### src/rtl/mem_pkg.sv
// Shared definitions for the 64x32 word memory and its read-side streamer.
package mem_pkg;

  localparam int MEM_ADDR_W = 6;
  localparam int MEM_DATA_W = 32;

  typedef enum logic [2:0] {
    IDLE  = 3'd0,
    ISSUE = 3'd1,
    WAIT  = 3'd2,
    SEND  = 3'd3,
    DONE  = 3'd4
  } state_e;

endpackage

### src/rtl/mem_word_serializer.sv
// Holds one memory word and emits it a byte at a time on a valid/ready port.
// All stream outputs are registered so the consumer's ready never reaches
// them combinationally; word_done tells the controller the last byte left.
module mem_word_serializer #(
  parameter int DATA_W    = 32,
  parameter bit LSB_FIRST = 1'b1
) (
  input  logic              clk,
  input  logic              rst,
  input  logic              load,
  input  logic [DATA_W-1:0] load_word,
  input  logic              last_word,
  input  logic              accept,
  output logic              word_done,
  output logic              m_valid,
  output logic [7:0]        m_data,
  output logic              m_last
);

  localparam int BYTES = DATA_W / 8;
  localparam int IDX_W = (BYTES > 1) ? $clog2(BYTES) : 1;
  localparam logic [IDX_W-1:0] IDX_LAST = IDX_W'(BYTES - 1);

  logic [DATA_W-1:0] word_q, word_d;
  logic [IDX_W-1:0]  idx_q, idx_d;
  logic              valid_q, valid_d;
  logic [7:0]        data_q, data_d;
  logic              last_q, last_d;
  logic              xfer_s;

  // Byte lane chosen for stream position idx, honouring the emission order.
  function automatic logic [7:0] pick_byte(input logic [DATA_W-1:0] w,
                                           input logic [IDX_W-1:0]  idx);
    logic [IDX_W-1:0] pos;
    logic [7:0]       r;
    pos = LSB_FIRST ? idx : (IDX_LAST - idx);
    r   = 8'h00;
    for (int b = 0; b < BYTES; b++) begin
      if (IDX_W'(b) == pos) begin
        r = w[8*b +: 8];
      end else begin
        r = r;
      end
    end
    return r;
  endfunction

  // Next word/index/valid and the registered view of the next output byte.
  always_comb begin
    word_d    = word_q;
    idx_d     = idx_q;
    valid_d   = valid_q;
    xfer_s    = valid_q & accept;
    word_done = xfer_s && (idx_q == IDX_LAST);
    if (load) begin
      word_d  = load_word;
      idx_d   = {IDX_W{1'b0}};
      valid_d = 1'b1;
    end else if (xfer_s) begin
      if (idx_q == IDX_LAST) begin
        valid_d = 1'b0;
      end else begin
        idx_d = idx_q + IDX_W'(1);
      end
    end else begin
      valid_d = valid_q;
    end
    data_d = pick_byte(word_d, idx_d);
    last_d = valid_d && (idx_d == IDX_LAST) && last_word;
  end

  // Serializer state and stream output registers.
  always_ff @(posedge clk) begin
    if (rst) begin
      word_q  <= {DATA_W{1'b0}};
      idx_q   <= {IDX_W{1'b0}};
      valid_q <= 1'b0;
      data_q  <= 8'h00;
      last_q  <= 1'b0;
    end else begin
      word_q  <= word_d;
      idx_q   <= idx_d;
      valid_q <= valid_d;
      data_q  <= data_d;
      last_q  <= last_d;
    end
  end

  assign m_valid = valid_q;
  assign m_data  = data_q;
  assign m_last  = last_q;

endmodule

### src/rtl/mem_word_streamer.sv
// Read-only initiator: reads count words from base_addr (wrapping) and
// streams each word out as bytes. The controller issues one address per
// word, waits RD_LAT cycles for the data, then hands it to the serializer.
module mem_word_streamer
  import mem_pkg::*;
#(
  parameter int ADDR_W    = MEM_ADDR_W,
  parameter int DATA_W    = MEM_DATA_W,
  parameter int RD_LAT    = 1,
  parameter bit LSB_FIRST = 1'b1
) (
  input  logic              clk,
  input  logic              rst,
  input  logic              start,
  input  logic [ADDR_W-1:0] base_addr,
  input  logic [ADDR_W:0]   count,
  output logic              busy,
  output logic              done,
  output logic              mem_we,
  output logic [ADDR_W-1:0] mem_addr,
  input  logic [DATA_W-1:0] mem_rdata,
  output logic              m_valid,
  input  logic              m_ready,
  output logic [7:0]        m_data,
  output logic              m_last
);

  localparam logic [1:0]      RD_LAT_C = 2'(RD_LAT);
  localparam logic [ADDR_W:0] CNT_ONE  = (ADDR_W+1)'(1);

  state_e            state_q, state_d;
  logic [ADDR_W-1:0] cur_addr_q, cur_addr_d;
  logic [ADDR_W:0]   remaining_q, remaining_d;
  logic [1:0]        wait_q, wait_d;
  logic [ADDR_W-1:0] mem_addr_q, mem_addr_d;
  logic              busy_q, busy_d;
  logic              done_q, done_d;
  logic              load_s;
  logic              word_done_s;
  logic              last_word_s;

  // Sequencing of address issue, read wait, byte send and completion.
  always_comb begin
    state_d     = state_q;
    cur_addr_d  = cur_addr_q;
    remaining_d = remaining_q;
    wait_d      = wait_q;
    mem_addr_d  = mem_addr_q;
    load_s      = 1'b0;
    case (state_q)
      IDLE: begin
        if (start) begin
          if (count != {(ADDR_W+1){1'b0}}) begin
            cur_addr_d  = base_addr;
            remaining_d = count;
            // Address goes out during ISSUE itself so the read latency
            // is counted from the ISSUE cycle.
            mem_addr_d  = base_addr;
            state_d     = ISSUE;
          end else begin
            state_d = DONE;
          end
        end else begin
          state_d = IDLE;
        end
      end
      ISSUE: begin
        wait_d  = RD_LAT_C;
        state_d = WAIT;
      end
      WAIT: begin
        if (wait_q == 2'd1) begin
          load_s  = 1'b1;
          state_d = SEND;
        end else begin
          wait_d = wait_q - 2'd1;
        end
      end
      SEND: begin
        if (word_done_s) begin
          if (remaining_q > CNT_ONE) begin
            cur_addr_d  = cur_addr_q + ADDR_W'(1);
            mem_addr_d  = cur_addr_q + ADDR_W'(1);
            remaining_d = remaining_q - CNT_ONE;
            state_d     = ISSUE;
          end else begin
            state_d = DONE;
          end
        end else begin
          state_d = SEND;
        end
      end
      DONE: begin
        state_d = IDLE;
      end
      default: begin
        state_d = IDLE;
      end
    endcase
    busy_d = (state_d == ISSUE) || (state_d == WAIT) || (state_d == SEND);
    done_d = (state_d == DONE);
  end

  // Controller state and registered status/address outputs.
  always_ff @(posedge clk) begin
    if (rst) begin
      state_q     <= IDLE;
      cur_addr_q  <= {ADDR_W{1'b0}};
      remaining_q <= {(ADDR_W+1){1'b0}};
      wait_q      <= 2'd0;
      mem_addr_q  <= {ADDR_W{1'b0}};
      busy_q      <= 1'b0;
      done_q      <= 1'b0;
    end else begin
      state_q     <= state_d;
      cur_addr_q  <= cur_addr_d;
      remaining_q <= remaining_d;
      wait_q      <= wait_d;
      mem_addr_q  <= mem_addr_d;
      busy_q      <= busy_d;
      done_q      <= done_d;
    end
  end

  assign last_word_s = (remaining_q == CNT_ONE);

  mem_word_serializer #(
    .DATA_W   (DATA_W),
    .LSB_FIRST(LSB_FIRST)
  ) u_ser (
    .clk      (clk),
    .rst      (rst),
    .load     (load_s),
    .load_word(mem_rdata),
    .last_word(last_word_s),
    .accept   (m_ready),
    .word_done(word_done_s),
    .m_valid  (m_valid),
    .m_data   (m_data),
    .m_last   (m_last)
  );

  assign busy     = busy_q;
  assign done     = done_q;
  assign mem_addr = mem_addr_q;
  assign mem_we   = 1'b0;

endmodule

### config.mk
export PLATFORM = sky130hd
export DESIGN_NAME = mem_word_streamer
export DESIGN_NICKNAME = d
export VERILOG_FILES = /design/src/rtl/mem_pkg.sv /design/src/rtl/mem_word_serializer.sv /design/src/rtl/mem_word_streamer.sv
export SDC_FILE = /design/constraint.sdc
export NUM_CORES = 1
export LEC_CHECK = 0
export CAP_MARGIN = 20
export CORE_MARGIN = 2
export CORE_UTILIZATION = 41
export CTS_CLUSTER_SIZE = 24
export DETAILED_ROUTE_END_ITERATION = 12
export GPL_TIMING_DRIVEN = 0
export MAX_ROUTING_LAYER = met4
export PLACE_DENSITY = 0.77
export SLEW_MARGIN = 20
export SYNTH_ARGS = -nofsm -noshare
export SYNTH_HDL_FRONTEND = slang
export SYNTH_SLANG_ARGS = --single-unit
export TNS_END_PERCENT = 50
### constraint.sdc
create_clock -name clk -period 2.05 [get_ports clk]
set_input_delay 0.3075 -clock clk [delete_from_list [all_inputs] [get_ports clk]]
set_output_delay 0.3075 -clock clk [all_outputs]
set_load 0.005 [all_outputs]
==> results of run 1 <==
repair_timing:
| item | 4_1_cts | 5_1_grt |
|---|---|---|
| setup endpoints to repair | 11 | 33 |
| hold buffers | 0 | 0 |
| buffers inserted | 0 | 1 |
| pin swaps | 0 | 2 |
| gates cloned | 0 | 0 |
| resized for setup | 3 | 6 |
power breakdown:
group | switching [mW] | total, mW | internal, mW | leakage, nW
sequential | 0.0542 | 1.36 | 1.30 | 0.520
combinational | 0.234 | 0.492 | 0.259 | 0.789
clock | 0.488 | 1.08 | 0.592 | 0.0993
cells by family after synthesis:
group / after synthesis
simple gates: 152
flops: 64
compound gates: 106
fa+ha+maj: 4
buf+inv: 32
mux: 9
xor+xnor: 3
other cells: 1
synth_stat cells, types with 4 or more instances:
master    instances  share of area (%)
nor3_1            8                1.3
o211ai_1          4               0.99
clkbuf_1         14                1.7
nor2_1           19                2.3
a41oi_1           4                1.2
dfxtp_1          64                 42
ha_1              4                1.6
o21ai_0          13                2.1
nand3_1           6               0.99
a21oi_1          44                7.3
o221ai_1          7                2.0
nand2_1          93                 11
inv_1             7               0.87
and4_1            4                1.2
buf_2             5               0.82
a211oi_1         13                3.2
mux2i_1           5                1.6
routing by layer:
metal / vias to the layer above / GRT usage, % / share of wire (%)
met3: 10 / 6.12 / 7.1
met4: 0 / 5.77 / 1.5
met5: - / - / 0
met2: 108 / 34.6 / 49
li1: 1474 / - / -
met1: 1368 / 25.1 / 42
critical path, stage by stage:
cell	delay, ps
clkdlybuf4s50_1	450
nor3_1	490
a21oi_4	180
o22ai_4	430
mux2_4	340
stage by stage:
step / util (%) / power, mW
after floorplan: - / 1.64
after global placement: 52.7 / 1.84
after detailed placement: 52.7 / 1.85
after CTS: 55.6 / 2.93
after global routing: 56.1 / 3.06
final: 56.1 / 2.93
worst max path at each step:
stage | depth (start not counted) | startpoint | endpoint
2_1_floorplan | 6 | wait_q[0] | u_ser.word_q[0]
3_3_place_gp | 5 | count[3] | mem_addr[5]
3_5_place_dp | 5 | count[4] | remaining_q[6]
4_1_cts | 6 | wait_q[0] | u_ser.word_q[17]
5_1_grt | 6 | state_q[1] | mem_addr[4]
6_report | 5 | count[0] | mem_addr[5]
state kept, by name, indices dropped and copies added, names as in the netlist:
name,count
u_ser.word_q,32
u_ser.m_data,8
u_ser.m_last,1
remaining_q,7
wait_q,2
done,1
busy,1
u_ser.idx_q,2
u_ser.m_valid,1
state_q,3
mem_addr,6
cell type report:
class | instances | area [um2]
repair buffers | 65 | 648
inverters | 7 | 26.3
well taps | 99 | 124
multi-input cells | 275 | 1650
clock inverters | 5 | 56.3
fillers | 670 | 3170
flip-flops and latches | 64 | 1280
plain buffers | 25 | 123
clock buffers | 11 | 141
==> metrics.txt, run 1 <==
number of synthesized flops with an enable pin=0; Area growth, synth to finish=33.3%; Worst slew margin=60.0%; Seq cells post-synth=64; CP required=2280 ps; setup TNS after final layout=0 ps; placed inst area=3800 um2; CTS Buffer Depth=2; max-cap violation count=0; Hold Slack=434 ps; Cells after DPL=534; syn nets=424; diodes inserted=0; ys async rst share=0%; share of post-route cells with drive strength above 1=10.8%; Pre-antenna DRT Iters=5; via count=2960; number of global-route vias before repair=2850; cells after synthesis=371; min-delay worst type=primary input to register; period utilization=96.5%; RSZ-0062 raised after global routing=yes; # rows=31; Clk Latency, worst-skew pair=350 ps; Yosys cell types=55; kind of critical path=primary input to register; largest family of logic cells by synthesized area=simple AND/OR/NAND/NOR gates; Post-synth top flop=dfxtp_1; hpwl dp=5990 um; CP Capture Type=register; final std cells w/o fill=551; DR DRC count=0; H-tree Lvls=3; Pwr Density=724 nW/um2; overall global routing resource usage=21.0%; DR WL/cell=14.9 um; num ports=68; global-route wire length before repair=13600 um; Synth Cell Area=3040 um2; I/O Buffers=64; complex-gate fraction of the synthesized area=23.3%; RR Endpoint=u_ser.word_q[17]; Place WS=-390 ps; CTS Buf Count=9; worst-path maximum fanout=9; # clock sinks=64; CTS tree=done; Worst R2R Path Depth=7; multiplexer share of the synthesized area=3.50%; setup slack after layout=71.4 ps; static leakage=1.41 nW; First DRT Iteration DRCs=145; r2r startpoint=wait_q[1]; Initial Util=42.1%; Synth Area in XOR/XNOR=0.865%; core area=7210 um2; hold path startpoint=m_ready; Simple-Gate Fraction of Synth Area=23.5%; outcome=finished clean; Die ar.=8110 um2; Worst-Margin Slew=598 ps; initial antenna violation count=0; Fmax=505 MHz; Final Hold Viols=0; area share of fa/ha/maj cells after synthesis=1.65%; Routed Antenna Nets=0; most frequent cells in the layout=nand2_1 (93), clkdlybuf4s50_1 (64), dfxtp_1 (63); Ys Warns=0; shortest period the worst path allows=1980 ps; Hold Path End=u_ser.idx_q[1]; global placer's final weighted congestion=0.899; sequential-to-total area share from yosys stat=42.2%; largest net degree at the start of global routing=12; final-stage net count=500; clock root buffer=clkbuf_8; design area=4050 um2; hold path depth=3; Die X=90.1 um; Vias/cell=5.37; most common cell after layout, fill and taps aside=nand2_1; post-synthesis area per instance=8.19 um2; r2r setup slk=100 ps; routed wire length=8220 um; Remaining Overflow, GRT=0; clk_skew=9.70 ps; DIE HEIGHT=90.1 um; Max Slew Vio Count=0; final setup fails=0; Critical Path AT=2210 ps; CTS clk-pin slew, worst paths=70 ps; Worst setup SP type=primary input; Max VDD drop=0.326 mV
No activity file was read; power rests on OpenSTA's default activity.
==> run 2, diff against run 1 <==
- GPL_TIMING_DRIVEN: 0 -> 1
==> run 2 against run 1 <==
Net effect: final cell count down 1.8%; flip-flop and latch count unchanged; die area unchanged; clock power up 24%; core utilization up 0.31 points; register-to-register slack better by 40 ps; first-iteration DRC count down 15%; critical path type is now register to register; highest routed layer unchanged.
==> metrics.txt, run 2 (same netlist as run 1, synthesis figures left out) <==
most frequent cells in the layout=nand2_1 (93), clkdlybuf4s50_1 (65), dfxtp_1 (64); Pre-antenna DRT Iters=4; H-tree Lvls=3; DR DRC count=0; Final Hold Viols=0; Area growth, synth to finish=34.0%; met3 global-route usage=5.36%; Max VDD drop=0.419 mV; clk_skew=3.95 ps; Worst Path Buf+Inv=1; CP delay by family, top=simple AND/OR/NAND/NOR gates; critical path, cell by cell=ha_2, or4bb_2, buf_8, o221ai_1, a41oi_1; Die X=90.1 um; # rows=31; max FFs per register=32; global-route wire length before repair=13100 um; Cells after DPL=525; final std cells w/o fill=541; hold path startpoint=u_ser.word_q[4]; Remaining Overflow, GRT=0; most common cell after layout, fill and taps aside=nand2_1; max-cap violation count=0; final-stage net count=490; RR Endpoint=u_ser.m_data[2]; clock root buffer=clkbuf_8; quantity of hold-fixing buffers added after cts=0; CTS clk-pin slew, worst paths=70 ps; outcome=finished clean; num ports=68; GR peak layer=met2; r2r setup slk=140 ps; worst-path maximum fanout=38; CTS Buf Count=9; First DRT Iteration DRCs=123; routed wire length=7850 um; DR WL/cell=14.5 um; I/O Buffers=66; Pwr Density=781 nW/um2; Worst-Margin Slew=628 ps; overall global routing resource usage=20.2%; Vias/cell=5.42; kind of critical path=register to register; # clock sinks=64; CP Capture Type=register; Levels on crit path=5; final setup fails=0; Routed Antenna Nets=0; Reg with most FFs=u_ser.word_q; Die ar.=8110 um2; highest-delay cell along the critical path=or4bb_2; Worst slew margin=58.1%; RSZ-0062 raised after global routing=no; via count=2934; CP required=2250 ps; worst setup path end=u_ser.m_data[2]; Critical Path AT=2120 ps; number of global-route vias before repair=2825; static leakage=1.44 nW; initial antenna violation count=0; shortest period the worst path allows=1910 ps; Initial Util=42.1%; CTS tree=done; period utilization=93.3%; min-delay worst type=register to register; core area=7210 um2; global placer's final weighted congestion=0.865; met2 GRT Util=33.0%; DIE HEIGHT=90.1 um; largest net degree at the start of global routing=52; setup TNS after final layout=0 ps; worst setup path startpoint=wait_q[0]; met1 GRT Util=24.0%; r2r startpoint=wait_q[0]; post-layout util=56.4%; Fmax=523 MHz; share of post-route cells with drive strength above 1=12.0%; Worst setup SP type=register; Max Slew Vio Count=0; Clk Latency, worst-skew pair=340 ps; diodes inserted=0; CP peak stage delay=670 ps; hpwl dp=5520 um; Worst R2R Path Depth=5; CTS Buffer Depth=2
-- run 2: cell count changes in the layout (fill, tap and decap cells not counted), sizes merged --
cell           change
clkbuf            -15
inv                +1
clkinv             -2
buf                +3
bufinv             +2
clkdlybuf4s50      +1
-- run 2: timing repair --
action	CTS	global route
buffers inserted	0	0
endpoints found under the hold margin	0	0
endpoints found under the setup margin	0	7
resized for setup	0	5
-- run 2: where the power goes --
group,switching [mW],internal (mW),leakage (nW)
Sequential,0.0630,1.30,0.520
Clock,0.494,0.847,0.123
Combinational,0.216,0.260,0.800
Total,0.773,2.41,1.44
-- run 2: layout make-up --
type,instances,area (um2)
Inverter,7,26.3
Multi-Input combinational cell,275,1620
Sequential cell,64,1280
Clock inverter,6,115
Timing Repair Buffer,80,768
Tap cell,99,124
Clock buffer,10,138
Fill cell,658,3140
-- run 2: how the worst min path moves through the flow --
stage / end / slack, ps / cells after the start
floorplan: u_ser.m_data[3] / 420 / 2
global placement: u_ser.word_q[4] / 440 / 2
detailed placement: u_ser.word_q[7] / 450 / 2
CTS: u_ser.word_q[7] / 460 / 2
global route: u_ser.word_q[21] / 480 / 2
finish: u_ser.word_q[4] / 460 / 2
-- run 2: stage by stage --
stage               setup WS (ps)  cell area [um2]  power, mW  hold slack, ps
floorplan                     241             3040       1.64             416
global placement             54.6             3800       1.84             441
detailed placement           25.7             3800       1.86             447
CTS                          65.2             4050       3.20             457
global route                 4.46             4070       3.31             477
finish                        137             4070       3.18             457
-- run 2: per-layer routing --
layer	vias to the layer above	routed length [um]
met1	1353	3440
met4	0	160
li1	1452	-
met5	-	0
met3	17	432
met2	112	3810
-- run 2: worst register-to-register path: stages, from the launching register on --
cell and delay, ps:
dfxtp_1 370, ha_2 230, or4bb_2 670, buf_8 220, o221ai_1 220, a41oi_1 70
==> run 3, diff against run 2 <==
- GPL_ROUTABILITY_DRIVEN: default -> 0
- SKIP_LAST_GASP: default -> 1
==> run 3 against run 2 <==
Net effect: hold slack better by 1.4 ps; total power down 7.3%; via count down 1.3%; final cell count up 0.37%; setup slack worse by 11 ps; core utilization down 0.29 points; register-to-register slack about the same; clock power down 18%; global-route usage up 0.18 points; largest power group unchanged.
==> metrics.txt, run 3 (same netlist as run 1, synthesis figures left out) <==
outcome=finished clean; CP Capture Type=register; Fill cells=686; CTS tree=done; final-stage net count=492; Area growth, synth to finish=33.3%; Worst slew margin=64.3%; CTS clk-pin slew, worst paths=70 ps; kind of critical path=register to register; Routed Antenna Nets=0; max-cap violation count=0; Die X=90.1 um; # rows=31; CP required=2240 ps; Clk Latency, worst-skew pair=340 ps; Storage cell area=1280 um2; clock root buffer=clkbuf_8; Comb power frac=16.4%; initial antenna violation count=0; Vias/cell=5.34; final setup fails=0; H-tree Lvls=3; Clk pwr share=37.3%; worst-path maximum fanout=38; period utilization=93.9%; global-route wire length before repair=13300 um; Fmax=520 MHz; DR WL/cell=14.5 um; shortest period the worst path allows=1920 ps; static leakage=1.43 nW; setup TNS after final layout=0 ps; CTS Buffer Depth=2; quantity of hold-fixing buffers added after cts=0; Remaining Overflow, GRT=0; CTS Buf Count=9; Worst-Margin Slew=536 ps; via count=2897; Pre-antenna DRT Iters=4; # clock sinks=64; Reg with most FFs=u_ser.word_q; most frequent cells in the layout=nand2_1 (93), clkdlybuf4s50_1 (65), dfxtp_1 (64); min-delay worst type=register to register; Max VDD drop=0.399 mV; RSZ-0062 raised after global routing=no; Final Hold Viols=0; hpwl dp=5490 um; clk_skew=6.92 ps; DIE HEIGHT=90.1 um; Switching Fraction=26.6%; max FFs per register=32; post-layout util=56.1%; total power=2.95 mW; First DRT Iteration DRCs=173; diodes inserted=0; Worst setup SP type=register; Pwr Density=728 nW/um2; Initial Util=42.1%; Die ar.=8110 um2; Internal=2.17 mW; overall global routing resource usage=20.3%; multi-input logic area=1630 um2; num ports=68; I/O Buffers=66; core area=7210 um2; share of post-route cells with drive strength above 1=12.4%; routed wire length=7880 um; largest net degree at the start of global routing=52; Switching Power=784 uW; setup repair bufs after CTS=0; most common cell after layout, fill and taps aside=nand2_1; DR DRC count=0; Max Slew Vio Count=0; Critical Path AT=2110 ps; number of global-route vias before repair=2793; Flop pwr share=46.3%
## run 3: changes by cell type in the layout (fill, tap and decap cells not counted)
| cell | change |
|---|---|
| buf_4 | +2 |
| bufinv_16 | -2 |
| ha_4 | +1 |
| ha_2 | -1 |
| clkinv_4 | +2 |
| clkinv_2 | +1 |
| inv_6 | -1 |
## run 3: per-stage QoR
| step | area (um2) | cells | hold WS, ps | worst slack [ps] |
|---|---|---|---|---|
| 4_1_cts | 4020 | 543 | 458 | 34.8 |
| 2_1_floorplan | 3040 | 371 | 416 | 241 |
| 3_3_place_gp | 3810 | 527 | 443 | 85.9 |
| 6_report | 4050 | 543 | 458 | 126 |
| 3_5_place_dp | 3810 | 527 | 448 | 36.7 |
| 5_1_grt | 4050 | 543 | 478 | 27.8 |
## run 3: final cells by class
cell class	instances	share of cell area (%)
clock buffer	10	3.40
clock inverter	6	1.70
inverter	7	0.649
multi-input combinational	275	40.2
sequential	64	31.6
tap	99	3.06
timing repair buffer	82	19.3
## run 3: final timing paths
check / start / endpoint / slack [ps] / depth (start not counted)
worst max-delay path: wait_q[0] / u_ser.m_data[2] / 130 / 5
worst min-delay path: u_ser.word_q[23] / u_ser.word_q[23] / 460 / 2
worst max register to register: wait_q[0] / u_ser.m_data[2] / 130 / 5
worst min register to register: u_ser.word_q[23] / u_ser.word_q[23] / 460 / 2
## run 3: what timing repair did
item                                    in CTS  in global routing
endpoints found under the setup margin       0                  8
hold endpoints to repair                     0                  0
resized for setup                            0                  6
## run 3: layer usage
| metal | up-vias | GRT usage, % | part of all wire, % |
|---|---|---|---|
| met2 | 95 | 32.9 | 49 |
| met4 | 0 | 5.00 | 0.99 |
| met3 | 10 | 5.87 | 5.6 |
| met1 | 1335 | 25.1 | 45 |
| met5 | - | - | 0 |
| li1 | 1457 | - | - |
## run 3: worst max-delay path, cell delays in order (launching register included)
cell and delay (ps):
dfxtp_1 420, ha_4 180, or4bb_2 670, buf_8 220, o221ai_1 210, a41oi_1 70
## run 3: power by group through the flow
stage                     clock (mW)  sequential [mW]  combinational [mW]
after global placement             0             1.39               0.456
after CTS                       1.12             1.36               0.477
after detailed placement           0             1.39               0.471
after floorplan                    0             1.37               0.273
after global routing            1.17             1.37               0.530
final                           1.10             1.37               0.483
